--- config.mk ---
export PLATFORM = sky130hd
export DESIGN_NAME = bnn_act_packer
export DESIGN_NICKNAME = d
export VERILOG_FILES = /design/src/rtl/bnn_pkg.sv /design/src/rtl/bnn_act_packer.sv
export SDC_FILE = /design/constraint.sdc
export NUM_CORES = 1
export LEC_CHECK = 0
export BUFFER_PORTS_ARGS = -buffer_cell sky130_fd_sc_hd__clkbuf_2
export CAP_MARGIN = 20
export CORE_UTILIZATION = 56
export DETAILED_ROUTE_END_ITERATION = 10
export PLACE_DENSITY_LB_ADDON = 0.2
export SYNTH_ARGS = -nofsm -noshare
export SYNTH_HDL_FRONTEND = slang
export SYNTH_SLANG_ARGS = --single-unit
--- constraint.sdc ---
create_clock -name clk -period 3.8 [get_ports clk]
set_input_delay 0.19 -clock clk [delete_from_list [all_inputs] [get_ports clk]]
set_output_delay 0.19 -clock clk [all_outputs]
set_load 0.02 [all_outputs]
--- src/rtl/bnn_pkg.sv ---
// rtl/bnn_pkg.sv - shared constants and types for the BNN datapath
package bnn_pkg;

    localparam int BNN_ADDR_WIDTH = 12;
    localparam int BNN_DATA_WIDTH = 16;

    typedef enum logic [1:0] {IDLE, ACCUM, WRITE, DONE} act_pack_state_t;

    typedef logic [15:0] bnn_word_t;

endpackage

--- src/rtl/bnn_act_packer.sv ---
// rtl/bnn_act_packer.sv - binarizes popcounts and packs activation bits into SRAM words
// BNN_ACT_PACK_MSB_FIRST_EN: store bit k of a word at position DATA_WIDTH-1-k instead of k
module bnn_act_packer
    import bnn_pkg::*;
#(
    parameter int ADDR_WIDTH = BNN_ADDR_WIDTH,
    parameter int DATA_WIDTH = BNN_DATA_WIDTH,
    parameter int CNT_WIDTH  = 8
) (
    input  logic                  clk,
    input  logic                  reset,
    input  logic                  start,
    input  logic [ADDR_WIDTH-1:0] base_addr,
    input  logic [ADDR_WIDTH-1:0] num_outputs,
    input  logic [CNT_WIDTH-1:0]  threshold,
    input  logic                  in_valid,
    output logic                  in_ready,
    input  logic [CNT_WIDTH-1:0]  in_popcount,
    output logic                  wr_enable,
    output logic [ADDR_WIDTH-1:0] dut_sram_write_address,
    output logic [DATA_WIDTH-1:0] dut_sram_write_data,
    output logic                  busy,
    output logic                  done
);

    localparam int IDX_W = $clog2(DATA_WIDTH);
    localparam logic [IDX_W-1:0] LAST_IDX = IDX_W'(DATA_WIDTH - 1);

    act_pack_state_t       r_state;
    logic [ADDR_WIDTH-1:0] r_base;
    logic [ADDR_WIDTH-1:0] r_remaining;
    logic [CNT_WIDTH-1:0]  r_threshold;
    logic [DATA_WIDTH-1:0] r_word;
    logic [IDX_W-1:0]      r_bit_idx;
    logic [ADDR_WIDTH-1:0] r_word_idx;
    logic                  r_in_ready;
    logic                  r_busy;
    logic                  r_done;
    logic                  r_wr_enable;
    logic [ADDR_WIDTH-1:0] r_wr_addr;
    logic [DATA_WIDTH-1:0] r_wr_data;

    logic                  w_bit;
    logic                  w_handshake;
    logic                  w_close;
    logic [IDX_W-1:0]      w_pos;
    logic [DATA_WIDTH-1:0] w_word_next;

    assign w_bit       = (in_popcount >= r_threshold);
    assign w_handshake = in_valid && r_in_ready;
    assign w_close     = (r_bit_idx == LAST_IDX) || (r_remaining == ADDR_WIDTH'(1));

`ifdef BNN_ACT_PACK_MSB_FIRST_EN
    assign w_pos = LAST_IDX - r_bit_idx;
`else
    assign w_pos = r_bit_idx;
`endif

    always_comb begin
        w_word_next        = r_word;
        w_word_next[w_pos] = w_bit;
    end

    always_ff @(posedge clk or posedge reset) begin
        if (reset) begin
            r_state     <= IDLE;
            r_base      <= '0;
            r_remaining <= '0;
            r_threshold <= '0;
            r_word      <= '0;
            r_bit_idx   <= '0;
            r_word_idx  <= '0;
            r_in_ready  <= 1'b0;
            r_busy      <= 1'b0;
            r_done      <= 1'b0;
            r_wr_enable <= 1'b0;
            r_wr_addr   <= '0;
            r_wr_data   <= '0;
        end else begin
            r_wr_enable <= 1'b0;
            r_done      <= 1'b0;
            case (r_state)
                IDLE: begin
                    if (start) begin
                        r_base      <= base_addr;
                        r_remaining <= num_outputs;
                        r_threshold <= threshold;
                        r_word      <= '0;
                        r_bit_idx   <= '0;
                        r_word_idx  <= '0;
                        r_busy      <= 1'b1;
                        if (num_outputs == '0) begin
                            r_state <= DONE;
                            r_done  <= 1'b1;
                        end else begin
                            r_state    <= ACCUM;
                            r_in_ready <= 1'b1;
                        end
                    end
                end
                ACCUM: begin
                    if (w_handshake) begin
                        r_word      <= w_word_next;
                        r_remaining <= r_remaining - ADDR_WIDTH'(1);
                        r_bit_idx   <= r_bit_idx + IDX_W'(1);
                        // Word full or layer exhausted: emit the word including this bit
                        if (w_close) begin
                            r_state     <= WRITE;
                            r_in_ready  <= 1'b0;
                            r_wr_enable <= 1'b1;
                            r_wr_addr   <= r_base + r_word_idx;
                            r_wr_data   <= w_word_next;
                        end
                    end
                end
                WRITE: begin
                    r_word     <= '0;
                    r_word_idx <= r_word_idx + ADDR_WIDTH'(1);
                    r_bit_idx  <= '0;
                    if (r_remaining == '0) begin
                        r_state <= DONE;
                        r_done  <= 1'b1;
                    end else begin
                        r_state    <= ACCUM;
                        r_in_ready <= 1'b1;
                    end
                end
                DONE: begin
                    r_state <= IDLE;
                    r_busy  <= 1'b0;
                end
                default: r_state <= IDLE;
            endcase
        end
    end

    assign in_ready               = r_in_ready;
    assign busy                   = r_busy;
    assign done                   = r_done;
    assign wr_enable              = r_wr_enable;
    assign dut_sram_write_address = r_wr_addr;
    assign dut_sram_write_data    = r_wr_data;

endmodule

After elaboration in Yosys (flattened, before gate mapping)
Index checks and enable logic that the tools add are counted.
Word-level totals
  register bits: 98
  input port bits: 44
  logic and storage cells: 83
Cells by class
  add/subtract/negate cells: 4
  $lt $le $gt $ge: 3
  equality and inequality tests: 10
  mux-type cells: 35
  reductions and logical operators: 18
Operators by type and width (count)
  one-hot mux 12 bit (2 select lines): 2
  one-hot mux 16 bit (3 select lines): 1
  2-to-1 mux 12 bit: 3
  2-to-1 mux 16 bit: 2
  logical NOT 12 bit: 2
  bitwise mux 16 bit: 1
  2-to-1 mux 1 bit: 13
  adder 12 x 1 -> 12 bit (second input constant): 1
  adder 12 bit: 1
  == test 12 x 1 -> 1 bit (second input constant): 1
  one-hot mux 4 bit (3 select lines): 1
  AND reduction 3 bit: 4
  subtractor 12 x 1 -> 12 bit (second input constant): 1
  2-to-1 mux 2 bit: 5
  != test 2 bit (second input constant): 5
  greater-or-equal comparator 8 bit: 1
  2-to-1 mux 4 bit: 2
  one-hot mux 2 bit (4 select lines): 1
  AND reduction 2 bit: 3
  AND reduction 6 bit: 1
  nonzero test 2 bit: 3
  < comparator 4 x 5 -> 1 bit (second input constant): 1
  adder 4 x 1 -> 4 bit (second input constant): 1
  demux 1 bit (select 4 bit): 1
  10 further kinds: 13

Logic depth before layout (Yosys ltp)
Gate-level depths: netlist of run 1.
  depth in word-level cells: 7
  gate-level depth with buffers: 9
  depth with buffers taken out: 8

Least setup slack after synthesis of run 1
OpenSTA, ideal clock, no wires.
  kind: register -> register
  start: register r_word_idx[0]
  end: register r_wr_addr[8] (netlist: dut_sram_write_address[8])
  library setup time: 0.124 ns
  data arrival time: 2.008 ns
  required time: 3.676 ns
  setup slack: 1.669 ns
  stages on the path, launching flop included: 9
  path buffers: 0
  period minus slack after synthesis: 2.131 ns
  cells stage by stage: dfrtp_1 -> ha_1 -> fa_1 -> a211oi_1 -> nor2_1 -> o21a_1 -> o41a_1 -> xnor2_1 -> o21ai_1
Between the ends
  cells in the longest elaborated chain, start to end: 1
Ends and longest elaborated chain
  from (decl): RTL line bnn_act_packer.sv:35  | logic [ADDR_WIDTH-1:0] r_word_idx;
  from (signal assigned): RTL line bnn_act_packer.sv:118  | r_word_idx <= r_word_idx + ADDR_WIDTH'(1);
  adder 12 bit: RTL line bnn_act_packer.sv:111  | r_wr_addr <= r_base + r_word_idx;
  to (signal assigned): RTL line bnn_act_packer.sv:111
  to (decl): RTL line bnn_act_packer.sv:40  | logic [ADDR_WIDTH-1:0] r_wr_addr;
No other way between the ends.
A chain may end at the register's enable or synchronous reset.

Worst setup path after layout of run 1
  start: register r_state[0]
  end: register r_wr_data[12] (netlist: dut_sram_write_data[12])
Between the ends
  cells in the longest elaborated chain, start to end: 2
Ends and longest elaborated chain
  from (decl): RTL line bnn_act_packer.sv:29  | act_pack_state_t r_state;
  from (signal assigned): RTL line bnn_act_packer.sv:66  | r_state <= IDLE;
  from (signal assigned): RTL line bnn_act_packer.sv:93  | r_state <= DONE;
  from (signal assigned): RTL line bnn_act_packer.sv:96  | r_state <= ACCUM;
  == test 2 x 1 -> 1 bit: RTL line bnn_act_packer.sv:82  | case (r_state)
  AND reduction 3 bit (no source line)
  to (signal assigned): RTL line bnn_act_packer.sv:112  | r_wr_data <= w_word_next;
  to (decl): RTL line bnn_act_packer.sv:41  | logic [DATA_WIDTH-1:0] r_wr_data;
No other way between the ends.

==> flow_summary.ini, run 1 <==
[status]
status = finished with violations
violations = DRC

[floorplan]
die_h_um = 97.9
floorplan.core_area_um2 = 8810
start_util_pct = 58.5
die_outline_area_um2 = 9580
fp.dieW_um = 97.9
core.rowCount = 34
ioPinCount = 76

[route]
via_per_inst = 5.68
remaining_drc_errors = 6
dr_total_vias = 4293
dr.pass1.iters = 8
dr_wl_cell_um = 14.7
drt-total-wl_um = 11100
detail-route-antenna-nets = 0
first_iter_violations = 185

[synth]
synthesis.area_um2 = 5150
post_synth_edffs = 0
synth_top_cell_area_share_pct = 47.6
synth.net_count = 646
synth_area_per_cell_um2 = 8.97
synth.largest_area_cell = dfrtp_1
synth_cells = 574
yosysSeqAreaShare_pct = 47.6
yosys_warnings = 0
complex_gate_fraction_of_the_synthesized_area_pct = 17.7
post_synth_and_or_nand_nor_area_fraction_pct = 17.6
synthTopCellsByArea = dfrtp_1 48%, nand2_1 8.7%, o21ai_0 7.9%
synth_xor_xnor_area_share_pct = 2.04
post_synth_mux_area_share_pct = 4.71
yosys.area_share.adder_pct = 6.95
synth_top_family_by_area = compound AO/OA/AOI/OAI gates
synth_flop_cell = dfrtp_1
synth_seq_cells = 98
synth_cell_type_count = 49
postSynth.asyncResetShare_pct = 100

[power]
power_per_cell_area_nw_per_um2 = 711
irDropWorstVdd_uv = 372
total_power_uw = 4200
static-leakage-power_uw = 0.00294

[layout]
multi_input_area_um2 = 2520
fillerInstances = 703
layout.area.seq_um2 = 2450
final_layout_size_suffix_gt1_share_pct = 16.4
area.growth.synth_to_final_pct = 14.7
nets_final = 715
final_core_util_pct = 67.1
highest_count_cells_in_the_layout_ignoring_fill_and_taps = 120 x nand2_1, 98 x dfrtp_1, 81 x o21ai_0, 75 x clkbuf_2, 38 x a21oi_1
antenna_cells_inserted = 0
final_common_cell = nand2_1

[sta]
max_freq_mhz = 376
clock_skew_ps = 8.81
setup_repair_after_global_routing_missed_its_margin = no
maxSlewViolCount = 0
final_min_period_over_clock_period_pct = 69.9
holdWs_ps = 10.6
fin_setup_tns_ps = 0
setup_violation_total_in_the_final_timing_report = 0
layout_setup_ws_ps = 1140
endpoints_failing_hold = 0
minimum_clock_period_ps = 2660
worst_slew_margin_rel_pct = 44.8
worst-slew-pin-transition_ps = 826

[clock_network]
clock_tree_from_tritoncts = yes
cts_setup_buffers = 0
numCtsBuffers = 9
post_cts_resized = 0
cts-root-to-sink-buffers = 2
insertion_delay_ps = 370
clkTransAtPathRegs_ps = 90
cts.root.buffer_cell = clkbuf_8
cts.sink_count = 98
number_of_h_tree_levels = 3

[critical_path]
critical_path.endpoint_type = register
crit_slowest_cell = nand2_1
worstReg2RegStart = r_state[0]
crit_path_start_kind = register
worstPathMaxFanout = 26
worst_r2r_endpoint = dut_sram_write_data[12]
kind_of_critical_path = reg -> reg
max_stage_delay_ps = 570
cp_required_ps = 4040
cp_data_arrival_time_ps = 2900
rr_worst_depth = 7
cp_top_family = simple AND/OR/NAND/NOR gates
critical_path.n_buffers_inverters = 2
cp_cell_sequence = nor2b_1 > buf_4 > and3_1 > nand2_1 > buf_4 > nand2_1 > o21ai_0
register_to_register_setup_slack_ps = 1140

[place]
io_buffers = 75
hpwlAfterDp_um = 7820
gp_routability_congestion = 0.871
dp_worst_setup_slack_ps = 1130

[global_routing]
grt_start_max_net_pins = 85
grt-ovfl-total = 0
gr-usage-all-layers_pct = 24.8
grt_first_pass_wirelength_um = 19300
via_count_of_the_first_global_routing_pass = 4155
number_of_antenna_violations_at_the_first_check_in_global_routing = 0

[hold_path]
timing.hold.worst.class = in -> reg
hold_path_end = r_base[1]
worst_hold_path.num_cells = 3
hold_path_startpoint = base_addr[1]

[job]
timing.max_cap.violations = 0
[area by class of cell]
cell class              instances  share of cell area (%)
flip-flops and latches         98                    41.5
clock buffers                  10                    2.33
well taps                     108                    2.29
clock inverters                 6                    1.93
inverters                      18                    1.19
multi-input cells             431                    42.7
repair buffers                 85                    8.05
[through the flow]
| stage | area, um2 | std cells |
|---|---|---|
| global route | 5910 | 756 |
| global placement | 5600 | 736 |
| CTS | 5860 | 753 |
| finish | 5910 | 756 |
| detailed placement | 5600 | 736 |
| floorplan | 5150 | 574 |
[per-layer routing]
| metal | up-vias | wire, um | track usage [%] |
|---|---|---|---|
| met1 | 2039 | 5270 | 35.8 |
| li1 | 2134 | - | - |
| met4 | 0 | 102 | 6.53 |
| met3 | 10 | 531 | 4.72 |
| met5 | - | 0 | 0 |
| met2 | 110 | 5180 | 38.6 |
[where the power goes]
group / switching, uW / leakage, uW / internal, uW
clock: 371 / 0.000119 / 456
sequential: 282 / 0.00128 / 1370
combinational: 1070 / 0.00154 / 647
total: 1730 / 0.00294 / 2470
[worst max-delay path by stage]
stage / from / endpoint / slack, ps / cells past startpoint
2_1_floorplan: reset / busy / 1050 / 1
3_3_place_gp: r_state[0] / dut_sram_write_data[12] / 1290 / 7
3_5_place_dp: r_state[0] / dut_sram_write_data[2] / 1130 / 6
4_1_cts: r_state[0] / dut_sram_write_data[14] / 1160 / 7
5_1_grt: r_state[0] / dut_sram_write_data[12] / 910 / 6
6_report: r_state[0] / dut_sram_write_data[12] / 1140 / 7
[timing repair]
item                       CTS  global route
setup endpoints to repair    0             0
hold buffers                 1             1
hold endpoints to repair     1            26
[Yosys cell counts (9+ instances only)]
master,count
nand3_1,16
ha_1,27
nor3_1,9
nand2_1,120
clkbuf_1,20
a21oi_1,38
o21ai_0,81
mux2i_1,22
inv_1,18
dfrtp_1,98
nor2_1,28
[cell families after synthesis]
family                     after synthesis
DFF                                     98
and+or+nand+nor                        206
adders and majority gates               28
buffers and inverters                   45
muxes                                   24
xor gates and xnor gates                12
AOI/OAI and AO/OA                      161
[tightest hold or removal path, cell delays in order]
cell	delay [ps]
clkbuf_2	80
nand2_1	40
nand2_1	40
[state kept, by name (all words and copies together) (netlist names)]
register / count
r_base: 12
done: 1
r_remaining: 12
r_threshold: 8
wr_enable: 1
r_word_idx: 12
r_state: 2
r_bit_idx: 4
r_word: 16
in_ready: 1
busy: 1
dut_sram_write_address: 12
dut_sram_write_data: 16
(Power assumes the default switching activity.)
==> inputs of run 2 (changes only) <==
==> constraint.sdc (replaced) <==
create_clock -name clk -period 2.67 [get_ports clk]
set_input_delay 0.1335 -clock clk [delete_from_list [all_inputs] [get_ports clk]]
set_output_delay 0.1335 -clock clk [all_outputs]
set_load 0.02 [all_outputs]
==> flow_summary.ini, run 2 (synthesis gave the netlist of run 1 again) <==
[status]
status = finished with violations
violations = DRC

[critical_path]
crit_slowest_cell = dfrtp_1
cp_data_arrival_time_ps = 2590
crit_path_start_kind = register
cp_required_ps = 2920
critical_path.endpoint_type = register
worst_r2r_endpoint = dut_sram_write_address[8]
kind_of_critical_path = reg -> reg
register_to_register_setup_slack_ps = 330
worstPathMaxFanout = 5
max_stage_delay_ps = 440
cp_cell_sequence = ha_1 > fa_1 > a211oi_1 > nor2_1 > o21a_1 > o41a_1 > xnor2_1 > o21ai_1
worstReg2RegStart = r_word_idx[0]
critical_path.n_buffers_inverters = 0
cp_top_family = compound AO/OA/AOI/OAI gates
setup.worst_path.start = r_word_idx[0]
rr_worst_depth = 8

[global_routing]
grt-ovfl-total = 0
number_of_antenna_violations_at_the_first_check_in_global_routing = 0
via_count_of_the_first_global_routing_pass = 4221
grt_first_pass_wirelength_um = 19600
grtUsageMet3_pct = 3.94
gr-usage-all-layers_pct = 25.4
grt_start_max_net_pins = 56
grt-busiest-layer = met2
met1_usage_pct = 35.4
globalRouteMet2Util_pct = 41.2

[place]
placed_cell_count = 740
gp_routability_congestion = 0.862
dp_worst_setup_slack_ps = 334
hpwlAfterDp_um = 7950
io_buffers = 75

[sta]
fin_setup_tns_ps = 0
max_freq_mhz = 428
endpoints_failing_hold = 0
layout_setup_ws_ps = 334
minimum_clock_period_ps = 2340
worst_slew_margin_rel_pct = 61.3
final_min_period_over_clock_period_pct = 87.5
worst-slew-pin-transition_ps = 579
setup_repair_after_global_routing_missed_its_margin = no
maxSlewViolCount = 0
clock_skew_ps = 10.6
setup_violation_total_in_the_final_timing_report = 0

[layout]
antenna_cells_inserted = 0
layout.area.seq_um2 = 2450
final_layout_size_suffix_gt1_share_pct = 16.0
nets_final = 735
final_common_cell = nand2_1
fillerInstances = 706
multi_input_area_um2 = 2520
final-instance-count-excl-fill = 775
final_core_util_pct = 68.9
highest_count_cells_in_the_layout_ignoring_fill_and_taps = 120 x nand2_1, 98 x dfrtp_1, 81 x o21ai_0, 75 x clkbuf_2, 38 x a21oi_1
area.growth.synth_to_final_pct = 17.8

[clock_network]
clkTransAtPathRegs_ps = 90
number_of_h_tree_levels = 3
numCtsBuffers = 9
post_cts_resized = 0
clock_tree_from_tritoncts = yes
cts.root.buffer_cell = clkbuf_8
cts_setup_buffers = 0
cts.sink_count = 98
insertion_delay_ps = 360
cts-root-to-sink-buffers = 2

[floorplan]
floorplan.core_area_um2 = 8810
die_h_um = 97.9
die_outline_area_um2 = 9580
core.rowCount = 34
ioPinCount = 76
start_util_pct = 58.5
fp.dieW_um = 97.9

[route]
remaining_drc_errors = 7
detail-route-antenna-nets = 0
dr_wl_cell_um = 14.7
drt-total-wl_um = 11400
via_per_inst = 5.66
first_iter_violations = 204
dr_total_vias = 4385
dr.pass1.iters = 8

[hold_path]
hold_path_end = r_remaining[0]
worst_hold_path.num_cells = 3
timing.hold.worst.class = in -> reg
hold_path_startpoint = num_outputs[0]

[power]
total_power_uw = 5870
power_per_cell_area_nw_per_um2 = 968
static-leakage-power_uw = 0.00301
irDropWorstVdd_uv = 441

[job]
timing.max_cap.violations = 0
==> run 2: final cells by class <==
type / count / share of cell area, %
flip-flops and latches: 98 / 40.4
repair buffers: 105 / 11.1
well taps: 108 / 2.23
multi-input cells: 431 / 41.5
clock buffers: 12 / 2.72
inverters: 18 / 1.18
clock inverters: 3 / 0.784
==> run 2: metrics by stage <==
stage	hold WS (ps)	cell area [um2]
floorplan	239	5150
global placement	62.0	5660
detailed placement	62.8	5660
CTS	12.1	6070
global route	20.1	6070
finish	16.0	6070
==> run 2: how the worst max path moves through the flow <==
stage | endpoint | slack, ps | cells past startpoint
3_3_place_gp | dut_sram_write_address[8] | 440 | 8
5_1_grt | dut_sram_write_address[8] | 240 | 8
2_1_floorplan | dut_sram_write_address[8] | 540 | 8
6_report | dut_sram_write_address[8] | 330 | 8
4_1_cts | dut_sram_write_address[8] | 330 | 8
3_5_place_dp | dut_sram_write_address[8] | 330 | 8
==> run 2: report_power, final <==
| part | leakage [uW] | switching [uW] | internal (uW) | total (uW) |
|---|---|---|---|---|
| combinational | 0.00162 | 1550 | 962 | 2510 |
| sequential | 0.00128 | 399 | 1950 | 2350 |
| clock | 0.000109 | 501 | 509 | 1010 |
| total | 0.00301 | 2450 | 3420 | 5870 |
==> run 2: repair_timing <==
item                                    CTS  global route
endpoints found under the setup margin    0             0
hold endpoints to repair                 67             0
hold buffers                             20             0
==> run 2: layer usage <==
layer	share of wire (%)	wire length [um]	vias up
met3	4.5	516	12
met2	47	5340	117
met4	1.3	149	0
met1	47	5360	2078
li1	-	-	2178
met5	0	0	-
==> run 2: worst register-to-register path: stages, from the launching register on <==
cell	delay, ps
dfrtp_1	440
ha_1	250
fa_1	440
a211oi_1	230
nor2_1	110
o21a_1	200
o41a_1	330
xnor2_1	180
o21ai_1	70
